==> src/rtl/cmos_16_8bit_tx_if.sv <==
// Pixel-in / DVP byte-out bundle for the 16->8 camera-style transmitter.
// The transmitter is the master of the byte stream; the environment is the slave.
interface cmos_16_8bit_tx_if;
    logic        enable;
    logic [15:0] pix_data;
    logic        pix_valid;
    logic        pix_ready;
    logic        vs_o;
    logic        de_o;
    logic [7:0]  pdata_o;
    logic        frame_start;
    logic        underrun;

    modport master (
        input  enable, pix_data, pix_valid,
        output pix_ready, vs_o, de_o, pdata_o, frame_start, underrun
    );

    modport slave (
        output enable, pix_data, pix_valid,
        input  pix_ready, vs_o, de_o, pdata_o, frame_start, underrun
    );
endinterface

==> src/rtl/cmos_16_8bit_tx.sv <==
// DVP-style transmitter: serializes RGB565 pixels into high/low bytes inside
// camera-like vsync/href frame timing; the byte slot timing never waits for data.
module cmos_16_8bit_tx #(
    parameter int H_ACTIVE = 640,
    parameter int H_BLANK  = 144,
    parameter int V_SYNC   = 3,
    parameter int V_BACK   = 17,
    parameter int V_ACTIVE = 480,
    parameter int V_FRONT  = 10
) (
    input  logic                  pclk,
    input  logic                  rst,
    cmos_16_8bit_tx_if.master     bus
);

    typedef enum logic [2:0] {IDLE, VSYNC, VBACK, ACTIVE, VFRONT} state_e;

    localparam int L     = 2 * H_ACTIVE + H_BLANK;
    localparam int HW    = (L > 1) ? $clog2(L) : 1;
    localparam int V_M1  = (V_SYNC > V_BACK) ? V_SYNC : V_BACK;
    localparam int V_M2  = (V_ACTIVE > V_FRONT) ? V_ACTIVE : V_FRONT;
    localparam int V_MAX = (V_M1 > V_M2) ? V_M1 : V_M2;
    localparam int VW    = (V_MAX > 1) ? $clog2(V_MAX) : 1;
    localparam logic [HW-1:0] H_LAST = HW'(L - 1);

    function automatic logic has_lines(state_e s);
        case (s)
            VSYNC:   return V_SYNC   != 0;
            VBACK:   return V_BACK   != 0;
            ACTIVE:  return V_ACTIVE != 0;
            VFRONT:  return V_FRONT  != 0;
            default: return 1'b1;
        endcase
    endfunction

    function automatic logic [VW-1:0] last_line(state_e s);
        case (s)
            VSYNC:   return VW'(V_SYNC - 1);
            VBACK:   return VW'(V_BACK - 1);
            ACTIVE:  return VW'(V_ACTIVE - 1);
            VFRONT:  return VW'(V_FRONT - 1);
            default: return '0;
        endcase
    endfunction

    // enable is only consulted where a frame may begin: in IDLE and at frame end.
    function automatic state_e succ(state_e s, logic en);
        case (s)
            IDLE:    return en ? VSYNC : IDLE;
            VSYNC:   return VBACK;
            VBACK:   return ACTIVE;
            ACTIVE:  return VFRONT;
            default: return en ? VSYNC : IDLE;
        endcase
    endfunction

    // Zero-length states are skipped so they consume no cycles at all.
    function automatic state_e enter(state_e s, logic en);
        state_e n;
        n = succ(s, en);
        for (int i = 0; i < 4; i++) begin
            if (!has_lines(n)) n = succ(n, en);
        end
        return n;
    endfunction

    state_e          state_q, state_d;
    logic [HW-1:0]   hcnt_q, hcnt_d;
    logic [VW-1:0]   vcnt_q, vcnt_d;
    logic [7:0]      low_q, low_d;
    logic [7:0]      pdata_q, pdata_d;
    logic            vs_q, vs_d;
    logic            de_q, de_d;
    logic            frame_start_q, frame_start_d;
    logic            underrun_q, underrun_d;
    logic            in_line, slot_hi, pix_ready;

    // The counters describe the output cycle about to be registered, so every
    // output is decoded from the *_d position and appears on the next cycle.
    // NOTE: every variable gets a default at the top of always_comb so no path leaves it unassigned (no latches).
    always_comb begin
        state_d       = state_q;
        hcnt_d        = hcnt_q;
        vcnt_d        = vcnt_q;
        low_d         = low_q;
        underrun_d    = underrun_q;
        pdata_d       = 8'h00;

        if (state_q == IDLE) begin
            if (bus.enable) begin
                state_d = enter(IDLE, 1'b1);
                hcnt_d  = '0;
                vcnt_d  = '0;
            end
        end else if (hcnt_q == H_LAST) begin
            hcnt_d = '0;
            if (vcnt_q == last_line(state_q)) begin
                vcnt_d  = '0;
                state_d = enter(state_q, bus.enable);
            end else begin
                vcnt_d = vcnt_q + VW'(1);
            end
        end else begin
            hcnt_d = hcnt_q + HW'(1);
        end

        in_line       = (state_d == ACTIVE) && (int'(hcnt_d) < 2 * H_ACTIVE);
        slot_hi       = in_line && !hcnt_d[0];
        pix_ready     = slot_hi && !rst;
        vs_d          = (state_d == VSYNC);
        de_d          = in_line;
        frame_start_d = vs_d && (hcnt_d == '0) && (vcnt_d == '0);

        // A missing pixel still burns its slot: zero bytes go out and the flag sticks.
        if (slot_hi) begin
            if (bus.pix_valid) begin
                pdata_d = bus.pix_data[15:8];
                low_d   = bus.pix_data[7:0];
            end else begin
                low_d      = 8'h00;
                underrun_d = 1'b1;
            end
        end else if (in_line) begin
            pdata_d = low_q;
        end
    end

    // NOTE: state registers use non-blocking assignments so all flops update from the same pre-edge values.
    always_ff @(posedge pclk or posedge rst) begin
        if (rst) begin
            state_q       <= IDLE;
            hcnt_q        <= '0;
            vcnt_q        <= '0;
            low_q         <= 8'h00;
            pdata_q       <= 8'h00;
            vs_q          <= 1'b0;
            de_q          <= 1'b0;
            frame_start_q <= 1'b0;
            underrun_q    <= 1'b0;
        end else begin
            state_q       <= state_d;
            hcnt_q        <= hcnt_d;
            vcnt_q        <= vcnt_d;
            low_q         <= low_d;
            pdata_q       <= pdata_d;
            vs_q          <= vs_d;
            de_q          <= de_d;
            frame_start_q <= frame_start_d;
            underrun_q    <= underrun_d;
        end
    end

    assign bus.pix_ready   = pix_ready;
    assign bus.vs_o        = vs_q;
    assign bus.de_o        = de_q;
    assign bus.pdata_o     = pdata_q;
    assign bus.frame_start = frame_start_q;
    assign bus.underrun    = underrun_q;

endmodule
==> src/flat_wrapper.sv <==
// flat-port wrapper written by rule: the top's interface ports become plain ports
module cmos_16_8bit_tx_flat 
#(
    parameter int H_ACTIVE = 640,
    parameter int H_BLANK  = 144,
    parameter int V_SYNC   = 3,
    parameter int V_BACK   = 17,
    parameter int V_ACTIVE = 480,
    parameter int V_FRONT  = 10
)
  (pclk, rst, bus_enable, bus_pix_data, bus_pix_valid, bus_pix_ready, bus_vs_o, bus_de_o, bus_pdata_o, bus_frame_start, bus_underrun);
  cmos_16_8bit_tx_if bus_i ();
  input  logic pclk;
  input  logic rst;
  input wire logic [$bits(bus_i.enable)-1:0] bus_enable;
  input wire logic [$bits(bus_i.pix_data)-1:0] bus_pix_data;
  input wire logic [$bits(bus_i.pix_valid)-1:0] bus_pix_valid;
  output wire logic [$bits(bus_i.pix_ready)-1:0] bus_pix_ready;
  output wire logic [$bits(bus_i.vs_o)-1:0] bus_vs_o;
  output wire logic [$bits(bus_i.de_o)-1:0] bus_de_o;
  output wire logic [$bits(bus_i.pdata_o)-1:0] bus_pdata_o;
  output wire logic [$bits(bus_i.frame_start)-1:0] bus_frame_start;
  output wire logic [$bits(bus_i.underrun)-1:0] bus_underrun;
  assign bus_i.enable = bus_enable;
  assign bus_i.pix_data = bus_pix_data;
  assign bus_i.pix_valid = bus_pix_valid;
  assign bus_pix_ready = bus_i.pix_ready;
  assign bus_vs_o = bus_i.vs_o;
  assign bus_de_o = bus_i.de_o;
  assign bus_pdata_o = bus_i.pdata_o;
  assign bus_frame_start = bus_i.frame_start;
  assign bus_underrun = bus_i.underrun;
  cmos_16_8bit_tx #(.H_ACTIVE(H_ACTIVE), .H_BLANK(H_BLANK), .V_SYNC(V_SYNC), .V_BACK(V_BACK), .V_ACTIVE(V_ACTIVE), .V_FRONT(V_FRONT)) u_core (.pclk(pclk), .rst(rst), .bus(bus_i));
endmodule
==> config.mk <==
export PLATFORM = sky130hd
export DESIGN_NAME = cmos_16_8bit_tx_flat
export DESIGN_NICKNAME = d
export VERILOG_FILES = /design/src/rtl/cmos_16_8bit_tx_if.sv /design/src/rtl/cmos_16_8bit_tx.sv /design/src/flat_wrapper.sv
export SDC_FILE = /design/constraint.sdc
export NUM_CORES = 1
export LEC_CHECK = 0
export CAP_MARGIN = 20
export CORE_UTILIZATION = 55
export CTS_CLUSTER_SIZE = 14
export DETAILED_ROUTE_END_ITERATION = 6
export GPL_TIMING_DRIVEN = 1
export PLACE_DENSITY = 0.8
export SYNTH_ARGS = -nofsm -noshare
export SYNTH_HDL_FRONTEND = slang
export SYNTH_SLANG_ARGS = --single-unit
==> constraint.sdc <==
create_clock -name pclk -period 3.2 [get_ports pclk]
set_input_delay 0.48 -clock pclk [delete_from_list [all_inputs] [get_ports pclk]]
set_output_delay 0.48 -clock pclk [all_outputs]
set_load 0.01 [all_outputs]
==> After elaboration in Yosys (flattened, before gate mapping) <==
Index checks and enable logic that the tools add are counted.
{ "op_classes": {"add_sub_neg": 2, "n_lt_le_gt_ge": 1, "n_eq_ne": 20, "n_mux": 43, "bitwise": 1, "reduce_logical": 11} }
{ "op_table": {"columns": ["cell", "n"], "rows": [
  ["$mux W3", 20],
  ["$mux W9", 6],
  ["$pmux W3 S3", 5],
  ["$pmux W9 S4", 1],
  ["$eq A3 B2 Y1 const B", 11],
  ["$mux W11", 3],
  ["$mux W8", 4],
  ["$eq A3 B1 Y1 const B", 6],
  ["$add A11 B1 Y11 const B", 1],
  ["$eq A11 B11 Y1 const B", 1],
  ["$logic_not A11 Y1", 1],
  ["$lt A11 B11 Y1 const B", 1],
  ["$add A9 B1 Y9 const B", 1],
  ["$eq A9 B9 Y1", 1],
  ["$logic_not A9 Y1", 1],
  ["$logic_and A1 B1 Y1", 5],
  ["$mux W1", 4],
  ["$eq A3 B3 Y1 const B", 1],
  ["$logic_not A3 Y1", 1],
  ["$logic_not A1 Y1", 2],
  ["$reduce_and A2 Y1", 1],
  ["$not A1 Y1", 1]
]} }
{ "totals": {"regBits": 43, "inputBits": 20, "out_inout_bits": 13, "elab_cells": 87} }

==> Depth between registers and ports, before layout <==
Gate-level depths: netlist of the first run.
{ "logic_depth": {"ltp_word": 36, "mapped_depth": 12, "depth_no_buf": 9} }

==> Worst setup path after synthesis of the first run <==
OpenSTA, ideal clock, no wires.
{ "synth_timing": {"path_kind": "register to output", "startpoint": "reg u_core.state_q[2]", "endpoint": "out bus_pix_ready", "arrival_ns": 2.225, "t_required_ns": 2.720, "path_slack_ns": 0.495, "path_stages_with_launch": 11, "path_buffers": 3, "path_cell_list": "dfrtp_1 > buf_4 > or3_1 > buf_2 > nor2_1 > nor2_1 > o211ai_1 > a21oi_1 > nand3_1 > buf_2 > nor2_1"} }
{ "synth_between": {"elab_chain_len": 33, "elab_cells_between_ends": 53, "classes_between": "order compare: 1; eq/ne: 18; mux: 29; reduce/logical: 5"} }
{ "synth_lines": {"columns": ["element", "line_no", "source"], "rows": [
  ["from (decl)", "cmos_16_8bit_tx.sv:67", "state_e state_q, state_d;"],
  ["from (signal assigned)", "cmos_16_8bit_tx.sv:141", "state_q <= state_d;"],
  ["$eq A3 B2 Y1 or $eq A3 B1 Y1 (tied branches)", "cmos_16_8bit_tx.sv:37, cmos_16_8bit_tx.sv:48", null],
  ["$pmux W3 S3", "cmos_16_8bit_tx.sv:48", "case (s)"],
  ["$mux W3", "cmos_16_8bit_tx.sv:97", "if (vcnt_q == last_line(state_q)) begin"],
  ["$mux W3", "cmos_16_8bit_tx.sv:95", "end else if (hcnt_q == H_LAST) begin"],
  ["$mux W3", "cmos_16_8bit_tx.sv:89", "if (state_q == IDLE) begin"],
  ["$eq A3 B2 Y1 or $eq A3 B1 Y1 (tied branches)", "cmos_16_8bit_tx.sv:48", null],
  ["$pmux W3 S3", "cmos_16_8bit_tx.sv:48", null],
  ["$mux W3", "cmos_16_8bit_tx.sv:62", "if (!has_lines(n)) n = succ(n, en);"],
  ["(+17 left out)", null, null],
  ["$mux W3", "cmos_16_8bit_tx.sv:62", null],
  ["$mux W3", "cmos_16_8bit_tx.sv:97", null],
  ["$mux W3", "cmos_16_8bit_tx.sv:95", null],
  ["$mux W3", "cmos_16_8bit_tx.sv:89", null],
  ["$eq A3 B2 Y1", "cmos_16_8bit_tx.sv:107", "in_line = (state_d == ACTIVE) && (int'(hcnt_d) < 2 * H_ACTIVE);"],
  ["$logic_and A1 B1 Y1", "cmos_16_8bit_tx.sv:107", null],
  ["$logic_and A1 B1 Y1 (*)", "cmos_16_8bit_tx.sv:108", "slot_hi = in_line && !hcnt_d[0];"],
  ["$logic_and A1 B1 Y1 (*)", "cmos_16_8bit_tx.sv:109", "pix_ready = slot_hi && !rst;"],
  ["to (decl)", "flat_wrapper.sv:18", "output wire logic [$bits(bus_i.pix_ready)-1:0] bus_pix_ready;"]
]} }
Every way passes the cells marked *; elsewhere a longest branch is shown, timed or not. The select of a mux whose other input is x is not followed.

==> Final worst setup path of the first run <==
Ends and elaborated chain as after synthesis.

==> results.sh, run 1 <==
export IMPL_ys_warn_count=0
export IMPL_cp_slowest_cell="dfrtp_1"
export IMPL_die_y_um=68.66
export IMPL_fmax_mhz=322.7
export IMPL_reg2reg_slack_ns=0.32
export IMPL_vias=2261
export IMPL_rr_endpoint="u_core.bus.frame_start"
export IMPL_gp_congestion=0.9336
export IMPL_ys_seq_area_share_pct=44.03
export IMPL_cts_tree="built"
export IMPL_path_clk_slew_ns=0.08
export IMPL_grt_pass1_wl_um=9770
export IMPL_clockBufferDepth=2
export IMPL_drc=0
export IMPL_top_layer_used="met4"
export IMPL_dieArea_sq_um=4714
export IMPL_synth_edf_count=0
export IMPL_io_pins=33
export IMPL_clock_root_buffer="clkbuf_8"
export IMPL_first_iter_violations=262
export IMPL_wl_per_cell_um=16.09
export IMPL_maxSlewHeadroom_pct=62.11
export IMPL_holdCritStartpoint="u_core.bus.underrun"
export IMPL_arrival_ns=2.62
export IMPL_wl_met1_um=2645
export IMPL_hold_path_depth=1
export IMPL_synth_distinct_cells=58
export IMPL_antenna_found_initial=0
export IMPL_crit_chain="or3_1, buf_4, nor2_2, nor2_2, o211ai_1, a21oi_2, nand3_1, nor2_1, dlygate4sd2_1"
export IMPL_layout_drive_gt1_share_pct=14.24
export IMPL_cp_start_kind="flop"
export IMPL_grt_pass1_vias=2140
export IMPL_grt_overflow=0
export IMPL_postLayoutCoreUtil_pct=73.52
export IMPL_yosys_area_top_type="dfrtp_1"
export IMPL_max_stage_delay_ns=0.50
export IMPL_hpwlAfterDp_um=4204
export IMPL_start_util_pct=58.97
export IMPL_fin_total_pwr_mw=1.462
export IMPL_grtUsageTotal_pct=28.38
export IMPL_rr_worst_depth=10
export IMPL_setup_violations=0
export IMPL_hold_path_class="flop to flop"
export IMPL_dr_pass1_iters=4
export IMPL_reg2reg_from="u_core.hcnt_q[0]"
export IMPL_wirelength_um=6000
export IMPL_status="finished, final reports clean"
export IMPL_ys_seq_elements=43
export IMPL_vias_per_cell=6.062
export IMPL_final_hold_violation_count=0
export IMPL_crit_family="simple AND/OR/NAND/NOR gates"
export IMPL_synth_fa_ha_area_share_pct=1.024
export IMPL_nFillCells=324
export IMPL_synth_area_sq_um=2444
export IMPL_endpoint_kind="output port"
export IMPL_worstMarginPinSlew_ns=0.5665
export IMPL_cp_num_buf_inv=2
export IMPL_chipWidth_um=68.66
export IMPL_area_growth_pct=24.68
export IMPL_synthCells=276
export IMPL_finalCritPeriodShare_pct=96.84
export IMPL_nNetsFinal=344
export IMPL_maxSlewViolCount=0
export IMPL_syn_area_per_cell_sq_um=8.854
export IMPL_holdBufCountCts=0
export IMPL_synthMuxAreaShare_pct=4.506
export IMPL_clock_skew_ns=0.005868
export IMPL_synth_xor_area_share_pct=1.792
export IMPL_wl_met2_um=2794
export IMPL_synth_compound_area_share_pct=17.72
export IMPL_clk_latency_ns=0.29
export IMPL_layout_min_cycle_time_ns=3.099
export IMPL_hold_end="u_core.bus.underrun"
export IMPL_antenna_left=0
export IMPL_yosys_area_share_simple_pct=25.81
export IMPL_worstPathRequired_ns=2.72
export IMPL_cts_buffers=5
export IMPL_cts_sinks=43
export IMPL_final_common_cell="dfrtp_1"
export IMPL_synth_top_family_by_area="simple AND/OR/NAND/NOR gates"
export IMPL_power_density_nw_per_um2=479.9
export IMPL_critPathMaxFanout=16
export IMPL_final_cell_mix="dfrtp_1, nand2_1, clkdlybuf4s50_1"
export IMPL_cap_violations=0
export IMPL_crit_type="flop to output port"
export IMPL_cpMostUsedCell="nor2_2"
export IMPL_leakage_nw=1.389
export IMPL_portBuffers=32
export IMPL_rows=23
export IMPL_synth_flop_cell="dfrtp_1"
export IMPL_diodes=0
export IMPL_peakVddDrop_mv=0.3622
export IMPL_fp_coreArea_sq_um=4144
export IMPL_ys_async_sr_fraction_pct=100.0
export IMPL_met3_length_um=372
export IMPL_h_tree_depth=2
export IMPL_synth_nets=298
export IMPL_synth_area_leaders="dfrtp_1, nand2_1, mux2i_1"
export IMPL_grt_start_max_net_pins=44
export IMPL_yosys_area_top_type_share_pct=44.03
==> layout make-up <==
type,instances,area [sq um],area share (%)
Multi-Input combinational cell,204,1256,41.23
Sequential cell,43,1077,35.36
Timing Repair Buffer,52,469.2,15.40
Clock buffer,6,82.58,2.710
Tap cell,50,62.56,2.053
Inverter,16,60.06,1.971
Clock inverter,2,38.79,1.273
==> routing by layer <==
layer / vias to the layer above / global-route usage (%)
met5: - / 0
met4: 0 / 12.76
met3: 20 / 5.099
met2: 84 / 45.10
met1: 1078 / 37.54
li1: 1079 / -
==> cell families (layout without fill, tap and decap cells) <==
family | after synthesis | after routing
compound gates | 63 | 63
fa+ha+maj | 2 | 2
buf+inv | 29 | 76
mux | 11 | 11
flops | 43 | 43
simple gates | 123 | 123
xor+xnor | 5 | 5
==> power by group <==
part | total, mW | switching (mW) | internal, mW
logic | 0.355 | 0.196 | 0.159
registers | 0.660 | 0.0678 | 0.592
clock network | 0.447 | 0.190 | 0.257
total | 1.46 | 0.455 | 1.01
==> stage by stage <==
stage               cells   TNS, ns  cell area [sq um]  hold slack [ns]  setup slack, ns
floorplan             276         0               2444           0.4970           0.4946
global placement      364         0               2904           0.4655          0.04535
detailed placement    364         0               2904           0.4644          0.07406
CTS                   372         0               3034           0.4939           0.1384
global route          373  -0.03755               3047           0.5274         -0.03755
finish                373         0               3047           0.4876           0.1010
==> cell usage after synthesis, types with 2 or more instances <==
cell type   n
dfrtp_1    43
nand2_1    41
nand3_1    20
nor2_1     20
o21ai_0    16
inv_1      15
a21oi_1    13
mux2i_1    11
clkbuf_1    7
nand4_1     5
a22o_1      4
and2_1      4
buf_2       4
or2_2       4
or3_1       4
nor3_1      3
o2111ai_1   3
o211ai_1    3
o31ai_1     3
xnor2_1     3
a221o_1     2
a31oi_1     2
a32o_1      2
and3_1      2
ha_1        2
nand2b_1    2
nand3b_1    2
nor2b_1     2
nor3_2      2
nor4_1      2
o22ai_1     2
xor2_1      2
==> timing repair <==
action                     CTS  global route
setup buffers                0             1
pin swaps                    1             1
resized for setup            4             2
setup endpoints to repair    1             1
==> sequential cells by signal, summed over array words and instances, names as in the netlist <==
| name | count |
|---|---|
| u_core.bus.vs_o | 1 |
| u_core.state_q | 3 |
| u_core.bus.underrun | 1 |
| u_core.bus.pdata_o | 8 |
| u_core.vcnt_q | 9 |
| u_core.bus.frame_start | 1 |
| u_core.low_q | 8 |
| u_core.hcnt_q | 11 |
| u_core.bus.de_o | 1 |
==> worst max-delay path by stage <==
stage,from,to,slack [ns],depth (start not counted)
after global routing,u_core.state_q[2],bus_pix_ready,-0.04,9
after CTS,u_core.hcnt_q[6],bus_pix_ready,0.14,9
after floorplan,u_core.state_q[2],bus_pix_ready,0.49,10
after global placement,bus_enable,bus_pix_ready,0.05,9
after detailed placement,bus_enable,bus_pix_ready,0.07,9
final,u_core.state_q[2],bus_pix_ready,0.10,9
No activity file was read; power rests on OpenSTA's default activity.
==> inputs of run 2 (changes only) <==
- CTS_CLUSTER_SIZE: 14 -> not set
==> results of run 2 <==
Same layout as run 1: the final DEF is identical, and so are final timing and power.
==> inputs of run 3 (changes only) <==
- CELL_PAD_IN_SITES_DETAIL_PLACEMENT: not set -> 1
- CELL_PAD_IN_SITES_GLOBAL_PLACEMENT: not set -> 2
- CORE_UTILIZATION: 55 -> 33
- PLACE_DENSITY: 0.8 -> not set
- PLACE_DENSITY_LB_ADDON: not set -> 0.1
==> run 3 against run 2 <==
- power down 1.3%
- non-clock buffer count up 25
- final area up 8.3%
- critical path type is now input pin to output port
- clock power down 19%
==> results.sh, run 3 (same netlist as run 1, synthesis figures left out) <==
export IMPL_status="finished, final reports clean"
export IMPL_largest_reg_flops=11
export IMPL_worstPathRequired_ns=2.72
export IMPL_clk_latency_ns=0.30
export IMPL_dr_pass1_iters=4
export IMPL_worstMarginPinSlew_ns=0.6197
export IMPL_regArea_sq_um=1079
export IMPL_fin_ws_ns=0.1668
export IMPL_endpoint="bus_pix_ready"
export IMPL_multi_input_area_sq_um=1282
export IMPL_vias_per_cell=5.210
export IMPL_grt_overflow=0
export IMPL_diodes=0
export IMPL_switching_power_mw=0.4970
export IMPL_reg2reg_from="u_core.hcnt_q[6]"
export IMPL_antenna_found_initial=0
export IMPL_chipWidth_um=88.05
export IMPL_antenna_left=0
export IMPL_maxSlewHeadroom_pct=58.56
export IMPL_fmax_mhz=329.7
export IMPL_p_clk_share_pct=24.9
export IMPL_grt_pass1_vias=2407
export IMPL_leakage_nw=1.511
export IMPL_final_cells=447
export IMPL_cp_start_kind="input pin"
export IMPL_nNetsFinal=369
export IMPL_start_util_pct=33.87
export IMPL_io_pins=33
export IMPL_nFillCells=888
export IMPL_reg_top3="u_core.hcnt_q x11, u_core.vcnt_q x9"
export IMPL_first_iter_violations=133
export IMPL_arrival_ns=2.55
export IMPL_path_clk_slew_ns=0.09
export IMPL_swShare_pct=34.43
export IMPL_wl_per_cell_um=16.69
export IMPL_rr_endpoint="u_core.bus.frame_start"
export IMPL_power_density_nw_per_um2=437.5
export IMPL_maxSlewViolCount=0
export IMPL_wirelength_um=7461
export IMPL_vias=2329
export IMPL_final_common_cell="buf_4"
export IMPL_finalCritPeriodShare_pct=94.79
export IMPL_portBuffers=32
export IMPL_reg2reg_slack_ns=0.18
export IMPL_critPathMaxFanout=2
export IMPL_final_cell_mix="buf_4, nand2_1, dfrtp_1"
export IMPL_final_hold_violation_count=0
export IMPL_h_tree_depth=2
export IMPL_fin_tns_setup_ns=0
export IMPL_grt_start_max_net_pins=44
export IMPL_grt_pass1_wl_um=12160
export IMPL_fp_coreArea_sq_um=7214
export IMPL_rr_worst_depth=12
export IMPL_detailedPlace_worstSlack_ns=0.001438
export IMPL_clock_skew_ns=0.01166
export IMPL_clockBufferDepth=2
export IMPL_cap_violations=0
export IMPL_cts_sinks=43
export IMPL_area_growth_pct=35.02
export IMPL_die_y_um=88.05
export IMPL_hold_path_class="input pin to async pin"
export IMPL_layout_min_cycle_time_ns=3.033
export IMPL_crit_type="input pin to output port"
export IMPL_seq_power_share_pct=45.1
export IMPL_clock_root_buffer="clkbuf_8"
export IMPL_peakVddDrop_mv=0.2745
export IMPL_startpoint="bus_enable"
export IMPL_gp_congestion=0.7836
export IMPL_largest_register="u_core.hcnt_q"
export IMPL_setup_violations=0
export IMPL_cts_buffers=5
export IMPL_grtUsageTotal_pct=21.02
export IMPL_rows=31
export IMPL_p_int_mw=0.9465
export IMPL_dieArea_sq_um=7753
export IMPL_place_inst=425
export IMPL_power_frac_comb_pct=30.0
export IMPL_layout_drive_gt1_share_pct=22.13
export IMPL_endpoint_kind="output port"
export IMPL_drc=0
export IMPL_cts_tree="built"
export IMPL_hpwlAfterDp_um=5326
[run 3: cell count changes in the layout (fill, tap and decap cells not counted), sizes merged]
cell	delta
buf	+25
bufinv	-1
clkinv	+1
clkinvlp	+1
inv	-1
[run 3: worst min path at each step]
stage                                  endpoint  slack, ns  cells after the start
final                     u_core.bus.pdata_o[7]       0.37                      2
after global routing      u_core.bus.pdata_o[7]       0.37                      2
after CTS                   u_core.bus.underrun       0.49                      1
after detailed placement    u_core.bus.underrun       0.46                      1
after global placement      u_core.bus.underrun       0.46                      1
after floorplan           u_core.bus.pdata_o[6]       0.50                      2
[run 3: area by class of cell]
cell class | count | area share (%)
clock buffer | 6 | 2.199
clock inverter | 2 | 0.3792
inverter | 16 | 1.820
multi-input combinational | 204 | 38.87
sequential | 43 | 32.69
tap | 99 | 3.754
timing repair buffer | 77 | 20.29
[run 3: stage by stage]
step                cell area [sq um]  total power [mW]  hold slack [ns]  utilization [%]
floorplan                        2444            0.8926           0.4970                -
global placement                 3055             1.066           0.4605            42.35
detailed placement               3055             1.070           0.4646            42.35
CTS                              3257             1.455           0.4890            45.14
global route                     3299             1.538           0.3717            45.73
finish                           3299             1.443           0.3687            45.73
[run 3: timing repair]
action / 4_1_cts / 5_1_grt
hold buffers: 0 / 0
endpoints found under the hold margin: 0 / 0
setup buffers: 10 / 4
resized for setup: 12 / 0
pin swaps: 5 / 9
setup endpoints to repair: 1 / 1
[run 3: routing by layer]
layer	vias to the layer above	track usage [%]	part of all wire (%)
li1	1130	-	-
met1	1159	26.77	46
met2	31	36.43	50
met3	9	3.582	2.7
met4	0	6.452	1.2
met5	-	0	0
[run 3: critical path: stages]
cell and delay, ns:
clkdlybuf4s50_1 0.42, or4_4 0.56, nand3_1 0.10, o21ai_0 0.10
o211ai_1 0.24, buf_4 0.15, a21oi_2 0.05, nand3_1 0.13
nor2_1 0.05, dlygate4sd2_1 0.27
[run 3: power groups by stage]
| stage | Combinational (mW) | Clock, mW | Sequential [mW] |
|---|---|---|---|
| finish | 0.432 | 0.360 | 0.651 |
| global route | 0.485 | 0.391 | 0.661 |
| CTS | 0.433 | 0.371 | 0.650 |
| detailed placement | 0.406 | 0 | 0.663 |
| global placement | 0.403 | 0 | 0.662 |
| floorplan | 0.239 | 0 | 0.653 |
